### config.mk
export PLATFORM = sky130hd
export DESIGN_NAME = intdiv_iter_flat
export DESIGN_NICKNAME = d
export VERILOG_FILES = /design/src/rtl/intdiv_iter_pkg.sv /design/src/rtl/intdiv_iter_if.sv /design/src/rtl/intdiv_iter_step.sv /design/src/rtl/intdiv_iter.sv /design/src/flat_wrapper.sv
export SDC_FILE = /design/constraint.sdc
export NUM_CORES = 2
export LEC_CHECK = 0
export BUFFER_PORTS_ARGS = -buffer_cell sky130_fd_sc_hd__buf_2
export CAP_MARGIN = 20
export CORE_ASPECT_RATIO = 0.75
export CORE_MARGIN = 8
export CORE_UTILIZATION = 28
export DETAILED_ROUTE_END_ITERATION = 6
export MAX_ROUTING_LAYER = met4
export PLACE_DENSITY_LB_ADDON = 0.3
export SLEW_MARGIN = 20
export SYNTH_ARGS = -nofsm -noshare
export SYNTH_HDL_FRONTEND = slang
export SYNTH_SLANG_ARGS = --single-unit
### constraint.sdc
create_clock -name clk -period 28.6 [get_ports clk]
set_clock_uncertainty 0.15 [all_clocks]
set_input_delay 4.29 -clock clk [delete_from_list [all_inputs] [get_ports clk]]
set_output_delay 4.29 -clock clk [all_outputs]
set_load 0.02 [all_outputs]
### src/rtl/intdiv_iter_pkg.sv
// intdiv_iter_pkg: shared configuration struct, divider FSM states and cycle-count helper.
package intdiv_iter_pkg;
  typedef struct packed {
    int   XLEN;
    int   IDIV_BITSPERCYCLE;
    logic M_SUPPORTED;
    logic IDIV_ON_FPU;
  } cvw_t;
  localparam cvw_t CVW_DEFAULT = '{XLEN: 64, IDIV_BITSPERCYCLE: 2, M_SUPPORTED: 1'b1, IDIV_ON_FPU: 1'b0};
  typedef enum logic [1:0] {IDLE, BUSY, DONE} intdiv_state_t;
  function automatic int idiv_cycles(int xlen, int bpc, logic w64);
    return (w64 && xlen == 64) ? 32 / bpc : xlen / bpc;
  endfunction
endpackage

### src/rtl/intdiv_iter_if.sv
// intdiv_iter_if: start/busy/done handshake and operand/result bus of the divider.
interface intdiv_iter_if #(parameter int XLEN = 64);
  logic            Start, FlushE, Signed, RemOp, W64, Busy, Done;
  logic [XLEN-1:0] A, B, Result;
  modport master (output Start, FlushE, Signed, RemOp, W64, A, B, input Busy, Done, Result);
  modport slave  (input Start, FlushE, Signed, RemOp, W64, A, B, output Busy, Done, Result);
endinterface

### src/rtl/intdiv_iter_step.sv
// intdiv_iter_step: BPC chained restoring-subtract stages, quotient bits shifted in at the LSB.
module intdiv_iter_step #(
  parameter int XLEN = 64,
  parameter int BPC  = 2
) (
  input  logic [XLEN:0]   rem,
  input  logic [XLEN-1:0] quo,
  input  logic [XLEN-1:0] div,
  output logic [XLEN:0]   rem_next,
  output logic [XLEN-1:0] quo_next
);
  logic [XLEN:0]   r [BPC+1];
  logic [XLEN-1:0] q [BPC+1];
  assign r[0] = rem;
  assign q[0] = quo;
  for (genvar i = 0; i < BPC; i++) begin : g_stage
    logic [XLEN+1:0] sh, diff;
    logic            ge;
    assign sh      = {r[i], q[i][XLEN-1]};
    assign diff    = sh - {2'b00, div};
    assign ge      = !diff[XLEN+1];
    assign r[i+1]  = ge ? diff[XLEN:0] : sh[XLEN:0];
    assign q[i+1]  = {q[i][XLEN-2:0], ge};
  end
  assign rem_next = r[BPC];
  assign quo_next = q[BPC];
endmodule

### src/rtl/intdiv_iter.sv
// intdiv_iter: multi-cycle restoring divider/remainder unit (DIV/DIVU/REM/REMU and W forms).
module intdiv_iter
  import intdiv_iter_pkg::*;
#(
  parameter cvw_t P = CVW_DEFAULT
) (
  input logic          clk,
  input logic          reset,
  intdiv_iter_if.slave bus
);
  localparam int XLEN = P.XLEN;
  localparam int BPC  = P.IDIV_BITSPERCYCLE;
  localparam int N    = XLEN / BPC;
  localparam int CW   = $clog2(N + 1);
  intdiv_state_t   state;
  logic            busy, done, rem_op, w_op, neg_q, neg_r;
  logic            w, a_neg, b_neg, b_zero, ovf;
  logic [XLEN-1:0] result, quo, div, quo_next, a_ext, b_ext, a_mag, b_mag;
  logic [XLEN:0]   rem, rem_next;
  logic [CW-1:0]   cnt;
  function automatic logic [XLEN-1:0] fix(logic [XLEN-1:0] q, logic [XLEN-1:0] r, logic nq, logic nr,
                                          logic ro, logic wo);
    logic [XLEN-1:0] v;
    v = ro ? (nr ? -r : r) : (nq ? -q : q);
    return wo ? XLEN'($signed(v[31:0])) : v;
  endfunction
  assign w      = bus.W64 && XLEN == 64;
  assign a_ext  = w ? (bus.Signed ? XLEN'($signed(bus.A[31:0])) : XLEN'(bus.A[31:0])) : bus.A;
  assign b_ext  = w ? (bus.Signed ? XLEN'($signed(bus.B[31:0])) : XLEN'(bus.B[31:0])) : bus.B;
  assign a_neg  = bus.Signed && a_ext[XLEN-1];
  assign b_neg  = bus.Signed && b_ext[XLEN-1];
  assign a_mag  = a_neg ? -a_ext : a_ext;
  assign b_mag  = b_neg ? -b_ext : b_ext;
  assign b_zero = b_ext == '0;
  assign ovf    = bus.Signed && b_ext == '1 &&
                  (w ? bus.A[31:0] == 32'h8000_0000 : a_ext == {1'b1, {(XLEN-1){1'b0}}});
  intdiv_iter_step #(.XLEN(XLEN), .BPC(BPC)) u_step (
    .rem(rem), .quo(quo), .div(div), .rem_next(rem_next), .quo_next(quo_next)
  );
  // Result is loaded on the edge entering DONE so it is valid during the Done pulse.
  always_ff @(posedge clk) begin
    if (reset) begin
      state  <= IDLE;
      busy   <= 1'b0;
      done   <= 1'b0;
      result <= '0;
      quo    <= '0;
      rem    <= '0;
      div    <= '0;
      cnt    <= '0;
      rem_op <= 1'b0;
      w_op   <= 1'b0;
      neg_q  <= 1'b0;
      neg_r  <= 1'b0;
    end else if (bus.FlushE) begin
      state <= IDLE;
      busy  <= 1'b0;
      done  <= 1'b0;
    end else begin
      case (state)
        IDLE: if (bus.Start) begin
          rem_op <= bus.RemOp;
          w_op   <= w;
          neg_q  <= a_neg ^ b_neg;
          neg_r  <= a_neg;
          div    <= b_mag;
          quo    <= w ? a_mag << (XLEN - 32) : a_mag;
          rem    <= '0;
          cnt    <= CW'(idiv_cycles(XLEN, BPC, w));
          if (b_zero || ovf) begin
            state  <= DONE;
            done   <= 1'b1;
            result <= fix(b_zero ? '1 : a_ext, b_zero ? a_ext : '0, 1'b0, 1'b0, bus.RemOp, w);
          end else begin
            state <= BUSY;
            busy  <= 1'b1;
          end
        end
        BUSY: begin
          rem <= rem_next;
          quo <= quo_next;
          cnt <= cnt - 1'b1;
          if (cnt == CW'(1)) begin
            state  <= DONE;
            busy   <= 1'b0;
            done   <= 1'b1;
            result <= fix(quo_next, rem_next[XLEN-1:0], neg_q, neg_r, rem_op, w_op);
          end
        end
        DONE: begin
          state <= IDLE;
          done  <= 1'b0;
        end
        default: state <= IDLE;
      endcase
    end
  end
  assign bus.Busy   = busy;
  assign bus.Done   = done;
  assign bus.Result = result;
endmodule

### src/flat_wrapper.sv
// flat-port wrapper written by rule: the top's interface ports become plain ports
module intdiv_iter_flat import intdiv_iter_pkg::*;
#(
  parameter cvw_t P = CVW_DEFAULT
)
  (clk, reset, bus_Start, bus_FlushE, bus_Signed, bus_RemOp, bus_W64, bus_A, bus_B, bus_Busy, bus_Done, bus_Result);
  intdiv_iter_if #(.XLEN(64)) bus_i ();
  input logic clk;
  input logic reset;
  input wire logic [$bits(bus_i.Start)-1:0] bus_Start;
  input wire logic [$bits(bus_i.FlushE)-1:0] bus_FlushE;
  input wire logic [$bits(bus_i.Signed)-1:0] bus_Signed;
  input wire logic [$bits(bus_i.RemOp)-1:0] bus_RemOp;
  input wire logic [$bits(bus_i.W64)-1:0] bus_W64;
  input wire logic [$bits(bus_i.A)-1:0] bus_A;
  input wire logic [$bits(bus_i.B)-1:0] bus_B;
  output wire logic [$bits(bus_i.Busy)-1:0] bus_Busy;
  output wire logic [$bits(bus_i.Done)-1:0] bus_Done;
  output wire logic [$bits(bus_i.Result)-1:0] bus_Result;
  assign bus_i.Start = bus_Start;
  assign bus_i.FlushE = bus_FlushE;
  assign bus_i.Signed = bus_Signed;
  assign bus_i.RemOp = bus_RemOp;
  assign bus_i.W64 = bus_W64;
  assign bus_i.A = bus_A;
  assign bus_i.B = bus_B;
  assign bus_Busy = bus_i.Busy;
  assign bus_Done = bus_i.Done;
  assign bus_Result = bus_i.Result;
  intdiv_iter #(.P(P)) u_core (.clk(clk), .reset(reset), .bus(bus_i));
endmodule
# --- Word-level counts from Yosys, hierarchy flattened ---
# Index checks and enable logic that the tools add are counted.
totals:
  regBits: 271
  input_bits: 135
  wordCells: 90
classes:
  addsub: 7
  eq_ne: 10
  mux: 41
  n_reduce_logical: 18
  bitwise_logic: 2
ops:
  columns: ["cell", "count"]
  rows:
  - ["64-bit two-way mux", 19]
  - ["64-bit negator", 4]
  - ["64-bit case mux with 2 select lines", 2]
  - ["65-bit two-way mux", 3]
  - ["66-bit by 64-bit subtractor with 66-bit output", 2]
  - ["65-bit case mux with 2 select lines", 1]
  - ["64-bit equality test (second input constant)", 2]
  - ["64-bit zero test", 1]
  - ["32-bit equality test (second input constant)", 1]
  - ["6-bit two-way mux", 2]
  - ["6-bit case mux with 2 select lines", 1]
  - ["4-bit AND reduction", 2]
  - ["1-bit two-way mux", 7]
  - ["6-bit by 1-bit equality test with 1-bit output (second input constant)", 1]
  - ["2-bit two-way mux", 3]
  - ["3-bit AND reduction", 2]
  - ["6-bit by 1-bit subtractor with 6-bit output (second input constant)", 1]
  - ["5-bit AND reduction", 1]
  - ["1-bit logical AND", 4]
  - ["2-bit by 1-bit != test with 1-bit output (second input constant)", 2]
  - ["2-bit != test (second input constant)", 2]
  - ["2-bit case mux with 2 select lines", 1]
  - ["1-bit case mux with 3 select lines", 1]
  - ["3-bit nonzero test", 1]
  - ["11 further kinds", 12]

# --- Depth between registers and ports, before layout ---
logic_depth:
  word_depth: 10
  ltp_mapped: 47
  mapped_depth_nobuf: 37

# --- Cells and area by module ---
# A second synthesis with hierarchy kept.
hier_totals:
  cells_unflattened: 3880
  area_unflattened_um2: 28205.8
by_module_without_submodules:
  columns: ["mod", "cells_each", "seq_area_each_um2", "n_inst", "area_per_inst_um2"]
  rows:
  - ["intdiv_iter", 2497, 5425.2, 1, 18306.3]
  - ["intdiv_iter_step", 1383, 0.0, 1, 9899.5]

# --- Worst setup path after synthesis ---
# OpenSTA, ideal clock, no wires.
synth_timing:
  kind: "reg-to-reg"
  from: "reg u_core.div[36]"
  to: "reg u_core.result[62] (netlist: u_core.bus.Result[62])"
  slack_ps: 19137
  t_arrival_ps: 9188
  setup_time_ps: 125
  n_path_buf: 12
  stages_incl_launch_ff: 48
  path_cell_list: "dfxtp_1 inv_1 ha_1 buf_2 a21oi_1 o21ai_0 a22o_1 o21a_1 or3_1 o211a_1 buf_4 inv_2 buf_2 buf_2 buf_2 buf_2 buf_2 buf_1 [... 12 more ...] xnor2_1 inv_2 buf_2 buf_2 buf_1 ha_1 nand3b_1 or4_1 nor2_1 nand2_1 or3_1 or4_1 nand2b_1 o31ai_1 xor2_1 o21ai_0 a211oi_1 a21oi_1"
synth_between:
  elab_chain_cells: 10
  word_cells_on_any_way: 14
  cone_classes: "4 x add/sub; 8 x mux; 2 x reduce/logical"
synth_rtl:
  columns: ["item", "line_no", "source"]
  rows:
  - ["start: declaration", "intdiv_iter.sv:18", "logic [XLEN-1:0] result, quo, div, quo_next, a_ext, b_ext, a_mag, b_mag;"]
  - ["start signal: assignment", "intdiv_iter.sv:66", "div <= b_mag;"]
  - ["66-bit by 64-bit subtractor with 66-bit output", "intdiv_iter_step.sv:20", "assign diff = sh - {2'b00, div};"]
  - ["65-bit two-way mux", "intdiv_iter_step.sv:22", "assign r[i+1] = ge ? diff[XLEN:0] : sh[XLEN:0];"]
  - ["66-bit by 64-bit subtractor with 66-bit output", "intdiv_iter_step.sv:20", null]
  - ["65-bit two-way mux or 1-bit zero test (tied branches)", "intdiv_iter_step.sv:22, intdiv_iter_step.sv:21", null]
  - ["64-bit negator", "intdiv_iter.sv:24", "v = ro ? (nr ? -r : r) : (nq ? -q : q);"]
  - ["64-bit two-way mux", "intdiv_iter.sv:24", null]
  - ["64-bit two-way mux *", "intdiv_iter.sv:24", null]
  - ["64-bit two-way mux *", "intdiv_iter.sv:25", "return wo ? XLEN'($signed(v[31:0])) : v;"]
  - ["64-bit two-way mux *", "intdiv_iter.sv:83", "if (cnt == CW'(1)) begin"]
  - ["64-bit case mux with 2 select lines *", "intdiv_iter.sv:60", "case (state)"]
  - ["end signal: assignment", "intdiv_iter.sv:73", "result <= fix(b_zero ? '1 : a_ext, b_zero ? a_ext : '0, 1'b0, 1'b0, bus.RemOp, w);"]
  - ["end signal: assignment", "intdiv_iter.sv:87", "result <= fix(quo_next, rem_next[XLEN-1:0], neg_q, neg_r, rem_op, w_op);"]
  - ["end: declaration", "intdiv_iter.sv:18", null]
# Mark *: on every way between the ends. The rest lies on a longest branch, timed or not. The select of a mux whose other input is x is not followed.
# A chain may end at the register's enable or synchronous reset.

# --- Worst setup path in the final report ---
layout_timing:
  from: "reg u_core.div[11]"
  to: "reg u_core.result[62] (netlist: u_core.bus.Result[62])"
# Same word-level chain as after synthesis.

==> results.md <==
* Worst path max stage delay at 770 ps
* Hold Path Cell Cnt at 2
* Average routed wire per standard cell at 26.5 µm
* CTS Buf Count at 38
* Clock tree sinks at 271
* Worst setup SP type: register
* Critical Path End Type: register
* Worst R2R Setup Slack at 16610 ps
* First-pass GRT wire length at 227 mm
* Post-layout nets at 4706
* Max FO, Critical Path at 111
* Max stage delay cell, worst path: buf_4
* Fin Setup TNS at 0 ps
* Filler cells at 12200
* Slew Viols, Final at 0
* Avg Vias per Cell at 6.13
* Total congestion overflow at 0
* Initial Utilization at 0.283
* Yosys top cell area share at 0.175
* Post-route antenna net violation count at 0
* Setup CP Type: reg2reg
* H-tree levels at 2
* P_leak at 13.2 nW
* Worst EP arrival at 12310 ps
* Worst R2R Path Depth at 36
* Layout cell share with drive strength beyond 1 at 0.103
* Clk_lat worst skew at 580 ps
* Hold crit path type: reg2reg
* CP bufs+invs at 5
* CTS tree: done
* Top cells by count, synth: nor2_1 (521), nand2_1 (511), a21oi_1 (353)
* Total design power at 4.36 mW
* RSZ-0062 raised after global routing: no
* Sequential-to-total area share from yosys stat at 0.175
* Final Core Density at 0.313
* Die area at 0.122 mm²
* FFs w/ async S/R, synth at 0
* # rows at 105
* Pin count of the biggest net entering global routing at 112
* Top FF cell, synth: dfxtp_1
* Cells resized by post-CTS repair at 0
* Antenna violations before repair at 8
* Post-route DRC at 0
* Max_cap viols at 0
* Yosys cell types at 111
* Mean Syn Cell Area at 6.97 µm²
* EDFF count, synth at 0
* CTS clk-pin slew, worst paths at 60 ps
* TritonRoute pass-1 iters at 6
* Post-Syn Nets at 4713
* Yosys reg bits at 271
* Hold_ws at 300 ps
* Synthesis Warnings at 0
* Worst Hold End: u_core.div[48]
* Most common cell in the netlist: nor2_1
* Fin crit share at 0.419
* Crit path max-delay family: compound AO/OA/AOI/OAI gates
* Syn Inst Count at 4441
* Cell taking the most area after synthesis: dfxtp_1
* Max_slew headroom at 0.194
* Area growth, synth to finish at 10.9%
* DRT iter0 DRCs at 4861
* Die Wd at 400 µm
* Pwr/cell area at 127 mW/mm²
* Ports at 201
* Die H at 304 µm
* Final hold vios at 0
* R2r startpoint: u_core.div[11]
* R2r endpoint: u_core.bus.Result[62]
* CTS Hold Bufs at 0
* Outcome: finished clean
* Port bufs at 200
* GRT Util Overall at 0.249
* Core ar. at 0.110 mm²
* Crit path required time at 28910 ps
* Worst Tran Pin Value at 1200 ps
* Period minus WS final at 11990 ps
* Synth Cell Area at 0.0310 mm²
* Vias at 36200
* Setup-failing EPs final at 0
* Final RePlAce weighted congestion at 1.04
* Total Wirelength at 157 mm
* Min-delay src: u_core.div[48]
* CTS root buffer: clkbuf_16
* Detailed Place HPWL at 124 mm
* # Post-CTS Setup Buffers at 0
* Clk buf depth at 3
* Synth top area cells: dfxtp_1 (18%), nor2_1 (6.3%), nand2_1 (6.2%), a21oi_1 (5.7%), ha_1 (5.5%)
* Vias in the first global route at 32800
* Maximum vdd drop at 0.221 mV
* Achievable Freq at 0.0834 GHz
## per-layer routing
| metal | global-route usage | up-vias | wire length (µm) |
|---|---|---|---|
| met2 | 0.328 | 2114 | 60700 |
| met5 | - | - | 0 |
| met4 | 0.0665 | 0 | 4860 |
| li1 | - | 16500 | - |
| met3 | 0.0839 | 233 | 20700 |
| met1 | 0.357 | 17400 | 70600 |
## logic make-up after synthesis
family / after synthesis / share of synthesized area
mux: 112 / 0.0391
buf+inv: 442 / 0.0577
simple gates: 1698 / 0.261
flops: 271 / 0.175
xor+xnor: 301 / 0.0851
compound gates: 1437 / 0.312
fa+ha+maj: 180 / 0.0697
## area by class of cell
type | count | area, µm² | share of cell area
well taps | 1444 | 1810 | 0.0526
flip-flops and latches | 271 | 5430 | 0.158
clock inverters | 18 | 198 | 0.00576
clock buffers | 50 | 1100 | 0.0320
inverters | 140 | 526 | 0.0153
multi-input cells | 3728 | 23800 | 0.694
repair buffers | 255 | 1440 | 0.0418
diodes | 5 | 12.5 | 0.000364
## state kept, by name, summed over array words and instances (netlist names)
signal	count
u_core.div	64
u_core.rem_op	1
u_core.neg_q	1
u_core.bus.Result	64
u_core.rem	65
u_core.neg_r	1
u_core.state	2
u_core.w_op	1
u_core.bus.Done	1
u_core.bus.Busy	1
u_core.quo	64
u_core.cnt	6
## stage by stage
step / cells / setup slack (ps) / instance area (µm²)
2_1_floorplan: 4441 / 19140 / 31000
3_3_place_gp: 5837 / 17110 / 33000
3_5_place_dp: 5837 / 17020 / 33000
4_1_cts: 5905 / 16970 / 34300
5_1_grt: 5910 / 15850 / 34300
6_report: 5911 / 16610 / 34300
## where the power goes
group          total [mW]  internal [mW]  leakage (nW)  switching, mW
combinational        3.43           1.07          10.4           2.35
clock               0.511          0.299         0.647          0.212
sequential          0.422          0.397          2.20         0.0251
total                4.36           1.77          13.2           2.59
## how the worst max path moves through the flow
stage	startpoint	end	slack [ps]	cells after the start
floorplan	u_core.div[36]	u_core.bus.Result[62]	19140	47
global placement	u_core.div[11]	u_core.bus.Result[62]	17110	38
detailed placement	u_core.div[1]	u_core.bus.Result[62]	17020	37
CTS	u_core.div[11]	u_core.bus.Result[62]	16970	37
global route	u_core.div[11]	u_core.bus.Result[62]	15850	36
finish	u_core.div[11]	u_core.bus.Result[62]	16610	36
## cells in the final DEF, fill, tap and decap left out, drive strengths merged, types with 43 or more instances in the layout
master  count
nand4      70
a211oi     85
a21oi     359
inv       140
xnor2     158
buf       254
clkbuf     51
a31oi      56
a311oi     45
nor4       74
dfxtp     271
o211ai     59
maj3       43
a21o       66
o31ai      71
mux2       48
o21ai     292
nand2     512
xor2      143
nor2      522
nand3      62
nor3      138
ha        135
or3        70
a22oi      68
mux2i      64
## worst register-to-register path: cells and delay by family (launching register included)
family	cells	cell delay (ps)
compound gates	15	4200
flops	1	330
mux	1	470
fa+ha+maj	3	1190
simple gates	10	3290
xor+xnor	2	360
buf+inv	5	1890
Power figures use the tool's default switching activity.
